## src/rtl/load_store_unit.sv

```systemverilog
// Load/store unit: stalls the core, runs one word-aligned bus access, aligns/extends load data.
// Optional LSU_MISALIGN_TRAP_EN adds a misalign output and suppresses misaligned accesses.
module load_store_unit #(
  parameter int TIMEOUT_CYCLES = 16
) (
  input  logic        clk,
  input  logic        reset,
  input  logic        memRead,
  input  logic        memWrite,
  input  logic [2:0]  funct3,
  input  logic [31:0] aluResult,
  input  logic [31:0] writeData,
  output logic [31:0] readData,
  output logic        stall,
  output logic        busReq,
  output logic        busWe,
  output logic [31:0] busAddr,
  output logic [31:0] busWdata,
  output logic [3:0]  busBe,
  input  logic        busAck,
  input  logic [31:0] busRdata,
  output logic        busErr
`ifdef LSU_MISALIGN_TRAP_EN
  ,
  output logic        misalign
`endif
);

  typedef enum logic [1:0] {IDLE, BUSY, DONE} state_t;
  localparam int CW = $clog2(TIMEOUT_CYCLES + 1);

  state_t        state;
  logic [CW-1:0] busyCnt;
  logic [2:0]    ldFunct3;
  logic [1:0]    ldOff;
  logic          req, isByte, isHalf, trap;
  logic [1:0]    off;
  logic [3:0]    stBe;
  logic [31:0]   stWdata, lane, ldVal;

  assign req    = memRead | memWrite;
  assign isByte = (funct3[1:0] == 2'b00);
  assign isHalf = (funct3[1:0] == 2'b01);
  // Low address bits that don't fit the access size are dropped, giving the aligned lane.
  assign off    = isByte ? aluResult[1:0] : isHalf ? {aluResult[1], 1'b0} : 2'b00;

`ifdef LSU_MISALIGN_TRAP_EN
  assign trap     = (isHalf && aluResult[0]) || (!isByte && !isHalf && (aluResult[1:0] != 2'b00));
  assign misalign = !reset && (state == IDLE) && req && trap;
`else
  assign trap     = 1'b0;
`endif

  assign stall = !reset && (((state == IDLE) && req && !trap) || (state == BUSY));

  always_comb begin
    stBe    = 4'b1111;
    stWdata = writeData;
    if (isByte) begin
      stBe    = 4'b0001 << off;
      stWdata = {4{writeData[7:0]}};
    end else if (isHalf) begin
      stBe    = 4'b0011 << off;
      stWdata = {2{writeData[15:0]}};
    end
  end

  always_comb begin
    lane  = busRdata >> {ldOff, 3'b000};
    ldVal = lane;
    if (ldFunct3[1:0] == 2'b00)
      ldVal = {{24{~ldFunct3[2] & lane[7]}}, lane[7:0]};
    else if (ldFunct3[1:0] == 2'b01)
      ldVal = {{16{~ldFunct3[2] & lane[15]}}, lane[15:0]};
  end

  always_ff @(posedge clk) begin
    if (reset) begin
      state    <= IDLE;
      busReq   <= 1'b0;
      busWe    <= 1'b0;
      busAddr  <= '0;
      busWdata <= '0;
      busBe    <= '0;
      readData <= '0;
      busErr   <= 1'b0;
      busyCnt  <= '0;
      ldFunct3 <= '0;
      ldOff    <= '0;
    end else begin
      busErr   <= 1'b0;
      readData <= '0;
      case (state)
        IDLE: if (req && !trap) begin
          state    <= BUSY;
          busReq   <= 1'b1;
          busWe    <= memWrite;
          busAddr  <= {aluResult[31:2], 2'b00};
          busWdata <= stWdata;
          busBe    <= memWrite ? stBe : 4'b1111;
          ldFunct3 <= funct3;
          ldOff    <= off;
          busyCnt  <= '0;
        end
        BUSY: begin
          if (busAck) begin
            state    <= DONE;
            busReq   <= 1'b0;
            readData <= busWe ? 32'd0 : ldVal;
          end else if (busyCnt == CW'(TIMEOUT_CYCLES - 1)) begin
            state  <= DONE;
            busReq <= 1'b0;
            busErr <= 1'b1;
          end else begin
            busyCnt <= busyCnt + 1'b1;
          end
        end
        DONE:    state <= IDLE;
        default: state <= IDLE;
      endcase
    end
  end

endmodule

```

## config.mk

```make
export PLATFORM = sky130hd
export DESIGN_NAME = load_store_unit
export DESIGN_NICKNAME = d
export VERILOG_FILES = /design/src/rtl/load_store_unit.sv
export SDC_FILE = /design/constraint.sdc
export NUM_CORES = 1
export LEC_CHECK = 0
export ABC_AREA = 0
export BUFFER_PORTS_ARGS = -buffer_cell sky130_fd_sc_hd__buf_2
export CORE_MARGIN = 2
export CORE_UTILIZATION = 51
export DETAILED_ROUTE_END_ITERATION = 10
export PLACE_DENSITY = 0.82
export SLEW_MARGIN = 0
export SYNTH_ARGS = -nofsm -noshare
export SYNTH_HDL_FRONTEND = slang
export SYNTH_SLANG_ARGS = --single-unit
export TNS_END_PERCENT = 5
```

## constraint.sdc

```tcl
create_clock -name clk -period 5.1 [get_ports clk]
set_clock_uncertainty 0.1 [all_clocks]
set_input_delay 0.255 -clock clk [delete_from_list [all_inputs] [get_ports clk]]
set_output_delay 0.255 -clock clk [all_outputs]
set_load 0.01 [all_outputs]
```

Word-level counts from Yosys, hierarchy flattened
Index checks and enable logic that the tools add are counted.
{"block": "word_totals", "elab_cells": 65, "output_inout_bits": 104, "input_bits": 104, "ff_bits": 113}
{"block": "op_classes", "bitwise_logic": 6, "muxes": 22, "shift": 3, "n_reduce_logical": 14, "n_eq_ne": 8, "addsub": 1}
{"op": "32-bit two-way mux", "count": 4}
{"op": "32-bit by 5-bit >> shifter with 32-bit output", "count": 1}
{"op": "5-bit two-way mux", "count": 3}
{"op": "4-bit two-way mux", "count": 3}
{"op": "2-bit two-way mux", "count": 5}
{"op": "5-bit case mux with 2 select lines", "count": 1}
{"op": "2-bit by 1-bit equality test with 1-bit output (second input constant)", "count": 3}
{"op": "2-bit zero test", "count": 3}
{"op": "2-bit inequality test (second input constant)", "count": 3}
{"op": "5-bit by 1-bit adder with 5-bit output (second input constant)", "count": 1}
{"op": "5-bit by 4-bit equality test with 1-bit output (second input constant)", "count": 1}
{"op": "1-bit two-way mux", "count": 4}
{"op": "2-bit case mux with 2 select lines", "count": 1}
{"op": "2-bit AND reduction", "count": 2}
{"op": "4-bit AND reduction", "count": 1}
{"op": "4-bit OR reduction", "count": 1}
{"op": "1-bit by 2-bit left shift with 4-bit output (first input constant)", "count": 1}
{"op": "2-bit by 2-bit left shift with 4-bit output (first input constant)", "count": 1}
{"op": "3-bit by 2-bit inequality test with 1-bit output (second input constant)", "count": 1}
{"op": "1-bit NOT", "count": 3}
{"op": "3-bit AND reduction", "count": 1}
{"op": "3-bit OR reduction", "count": 1}
{"op": "1-bit bitwise AND", "count": 2}
{"op": "1-bit logical AND", "count": 2}
{"op": "other kinds (5)", "count": 5}

Depth between registers and ports, before layout
{"block": "depth", "depth_word": 7, "depth_mapped": 7, "depth_no_buf": 7}

Least setup slack after synthesis
OpenSTA, ideal clock, no wires.
{"block": "synth_path", "kind": "flip-flop to flip-flop", "startpoint": "reg busyCnt[0]", "endpoint": "reg busyCnt[2]", "setup_time_ps": 70, "arrival_ps": 2031, "path_stages_with_launch": 8, "n_path_buf": 0, "path_slack_ps": 2899, "required_ps": 4930, "period_less_slack_ps": 2201, "path_cell_list": "dfxtp_1 > ha_1 > and3_1 > ha_1 > nor4b_2 > a21oi_2 > or4b_1 > a21oi_1"}
{"block": "synth_via", "elab_chain_cells": 4, "elab_cells_between_ends": 7, "classes_between": "add/sub: 1; eq/ne: 2; mux: 3; reduce/logical: 1"}
{"element": "start: declaration", "line_no": "33", "source": "logic [CW-1:0] busyCnt;"}
{"element": "start signal: assignment", "line_no": "115", "source": "busyCnt <= busyCnt + 1'b1;"}
{"element": "5-bit by 1-bit adder with 5-bit output", "line_no": "115"}
{"element": "5-bit two-way mux", "line_no": "110", "source": "end else if (busyCnt == CW'(TIMEOUT_CYCLES - 1)) begin"}
{"element": "5-bit two-way mux", "line_no": "106", "source": "if (busAck) begin"}
{"element": "5-bit case mux with 2 select lines", "line_no": "93", "source": "case (state)"}
Several ways; a longest one is shown, not always the timed one. The select of a mux whose other input is x is not followed.
A chain may end at the register's enable or synchronous reset.

Worst setup path after layout
{"block": "layout_path", "startpoint": "reg state[1]", "endpoint": "out stall"}
{"block": "layout_via", "elab_chain_cells": 4, "elab_cells_between_ends": 5, "classes_between": "eq/ne: 1; reduce/logical: 4"}
{"element": "start: declaration", "line_no": "32", "source": "state_t state;"}
{"element": "start signal: assignment", "line_no": "79", "source": "state <= IDLE;"}
{"element": "start signal: assignment", "line_no": "95", "source": "state <= BUSY;"}
{"element": "start signal: assignment", "line_no": "107", "source": "state <= DONE;"}
{"element": "2-bit zero test", "line_no": "54", "source": "assign stall = !reset && (((state == IDLE) && req && !trap) || (state == BUSY));"}
{"element": "1-bit logical AND", "line_no": "54"}
{"element": "1-bit logical OR *", "line_no": "54"}
{"element": "1-bit logical AND *", "line_no": "54"}
{"element": "end: declaration", "line_no": "14", "source": "output logic stall,"}
Mark *: on every way between the ends. The rest lies on a longest branch, timed or not.

==> summary.txt <==
STA
  • Fin crit share: 52.7%
  • Setup ws final: 2410 ps
  • Min cycle time layout: 2690 ps
  • Min Hold Slack: 20.5 ps
  • RSZ-0062 raised after global routing: no
  • F_max: 0.372 GHz
  • Final Hold Violating Endpoints: 0
  • Worst Tran Pin Value: 975 ps
  • Max-slew violation total from the final report: 0
  • Total Negative Setup Slacks: 0 ps
  • Rel. slew slack: 34.9%
  • Final setup violation count: 0

Route
  • # DRC: 0
  • WL final: 14400 um
  • TritonRoute pass-1 iters: 5
  • Wirelength per Cell: 15.4 um
  • Drt via density: 5.41
  • Drt initial violations: 307
  • Via Count: 5067
  • Post-route ant nets: 0

CTS
  • H-tree Lvls: 4
  • Clk buf depth: 2
  • Post-CTS Resized: 0
  • CTS Sinks: 113
  • Root Driver: clkbuf_8
  • CTS clk-pin slew, worst paths: 60 ps
  • Post-CTS Hold Buffers: 69
  • Clk Latency, worst-skew pair: 500 ps
  • Setup bufs post-CTS: 0
  • TritonCTS clock tree: built
  • Total CTS buffers: 17

Die
  • Starting density of the core: 51.6%
  • Die H: 100 um
  • Die Area: 10000 um^2
  • Core box area: 9110 um^2
  • Chip width: 100 um
  • Ports: 208
  • Placement row count: 35

Synthesis
  • Sequential element share of the synthesized area: 48.1%
  • Synthesized area: 4700 um^2
  • Post-synth EDFFs: 0
  • Synth Instances: 561
  • Number of warnings issued by yosys: 0
  • #FFs+latches synth: 113
  • Primary FF master, synth: dfxtp_1
  • Async S/R FF share, synth: 0%
  • Avg Cell Area, Syn: 8.37 um^2
  • Yosys cell types: 43

Cells and area
  • Ant. Diodes: 0
  • Layout area overhead: 48.3%
  • Final Core Density: 76.5%
  • Finished Layout Cells: 936
  • Commonest cells after routing, fill and taps aside: buf_2, nand2_1, dfxtp_1
  • Layout cells sized above 1: 31.2%
  • Fill count: 636
  • Nets: 921
  • Most common cell after layout, fill and taps aside: buf_2

GRT
  • Largest net degree at the start of global routing: 84
  • All-Layer GR Usage: 28.4%
  • Number of global-route vias before repair: 4932
  • Initial antenna violation count: 0
  • Total gr overflow: 0
  • First-pass GRT wire length: 22700 um

Worst setup path
  • Critical R2R Capture: busWdata[11]
  • Setup CP Type: reg -> out
  • R2R depth: 5
  • Critical path launch point type: register
  • R2R Setup Slk: 2620 ps
  • Worst EP required: 4740 ps
  • Reg2reg start: state[1]
  • Data arrival time of the worst path: 2330 ps
  • Critical Path Sink Type: output port
  • Worst-path maximum fanout: 52

Pwr
  • Lkg Pwr: 3.26 nW
  • Worst VDD drop: 0.000223 V
  • Pwr dens: 365 nW/um^2

Placement
  • GP Congestion: 0.890
  • Cells after DPL: 836
  • Post-place setup slack: 2550 ps
  • Port bufs: 205
  • Post-DP HPWL: 9130 um

Worst hold path
  • Hold Path Class: in -> reg
  • Hold Path Origin: busRdata[22]
  • Hold depth: 3
  • Sink of the worst hold path: readData[22]

Job
  • Max_cap viols: 0

Outcome
  • Outcome: finished clean
-- synthesized netlist by cell type, types with 2 or more instances --
library cell  instances  area [um^2]
nand2_1             132          495
dfxtp_1             113         2260
a21oi_1              65          325
nor2_1               43          161
mux2i_1              36          360
clkbuf_1             30          113
a211oi_1             25          188
o21ai_0              23          115
nor2b_1              11         68.8
a311oi_1              8         70.1
and2_1                8         50.1
buf_2                 8         40.0
nand2_2               8         50.1
o21ai_1               7         35.0
ha_1                  4         50.1
nor3_1                4         20.0
buf_4                 3         22.5
buf_1                 2         7.51
buf_6                 2         22.5
inv_1                 2         7.51
nand2b_1              2         12.5
o21ai_2               2         17.5
or2_1                 2         12.5
or3_1                 2         12.5
-- metal layers --
metal	GRT usage (%)	wire (um)	up-vias
li1	-	-	2414
met1	30.9	5590	2364
met2	51.0	7260	241
met3	8.84	1080	48
met4	12.3	461	0
met5	0	0	-
-- kinds of logic after synthesis --
family                   count (synthesis)  share of synthesized area, %
buffers and inverters                   47                          4.53
AO/OA/AOI/OAI                          136                          17.0
flip-flops                             113                          48.1
multiplexers                            37                          7.91
XOR/XNOR                                 1                         0.186
adder cells (fa/ha/maj)                  4                          1.07
AND/OR/NAND/NOR                        222                          21.1
other                                    1                        0.0798
-- how the worst max path moves through the flow --
stage | from | endpoint | slack [ps] | depth (start not counted)
floorplan | busyCnt[0] | busyCnt[2] | 2900 | 7
finish | state[1] | stall | 2410 | 4
global placement | reset | readData[16] | 2670 | 6
global route | state[1] | stall | 2250 | 4
detailed placement | reset | readData[16] | 2550 | 6
CTS | state[1] | stall | 2370 | 4
-- final cells by class --
type / instances / area, um^2 / share of cell area, %
inverters: 2 / 7.51 / 0.108
clock inverters: 13 / 163 / 2.33
well taps: 111 / 139 / 1.99
repair buffers: 277 / 1740 / 25.0
multi-input cells: 402 / 2230 / 32.0
clock buffers: 18 / 428 / 6.14
flip-flops and latches: 113 / 2260 / 32.5
-- through the flow --
stage          power (mW)  cell area [um^2]
4_1_cts              2.54              6970
6_report             2.54              6970
5_1_grt              2.64              6970
2_1_floorplan        1.20              4700
3_5_place_dp         1.34              5690
3_3_place_gp         1.33              5690
-- registers in the layout, summed over array words and instances, names as in the netlist --
name	count
state	2
busWe	1
busErr	1
busAddr	30
ldFunct3	3
ldOff	2
busBe	4
readData	32
busWdata	32
busyCnt	5
busReq	1
-- report_power, final --
| part | total (mW) | internal [mW] | switching, mW |
|---|---|---|---|
| registers | 0.979 | 0.945 | 0.0347 |
| logic | 0.398 | 0.172 | 0.225 |
| clock network | 1.16 | 0.754 | 0.410 |
| total | 2.54 | 1.87 | 0.670 |
-- worst max-delay path, stage by stage, from the launching register on --
cell	delay, ps
dfxtp_1	320
nor2_1	320
nand2_2	620
a21oi_1	390
buf_2	170
Note: power is estimated with default switching activity, not from simulation.
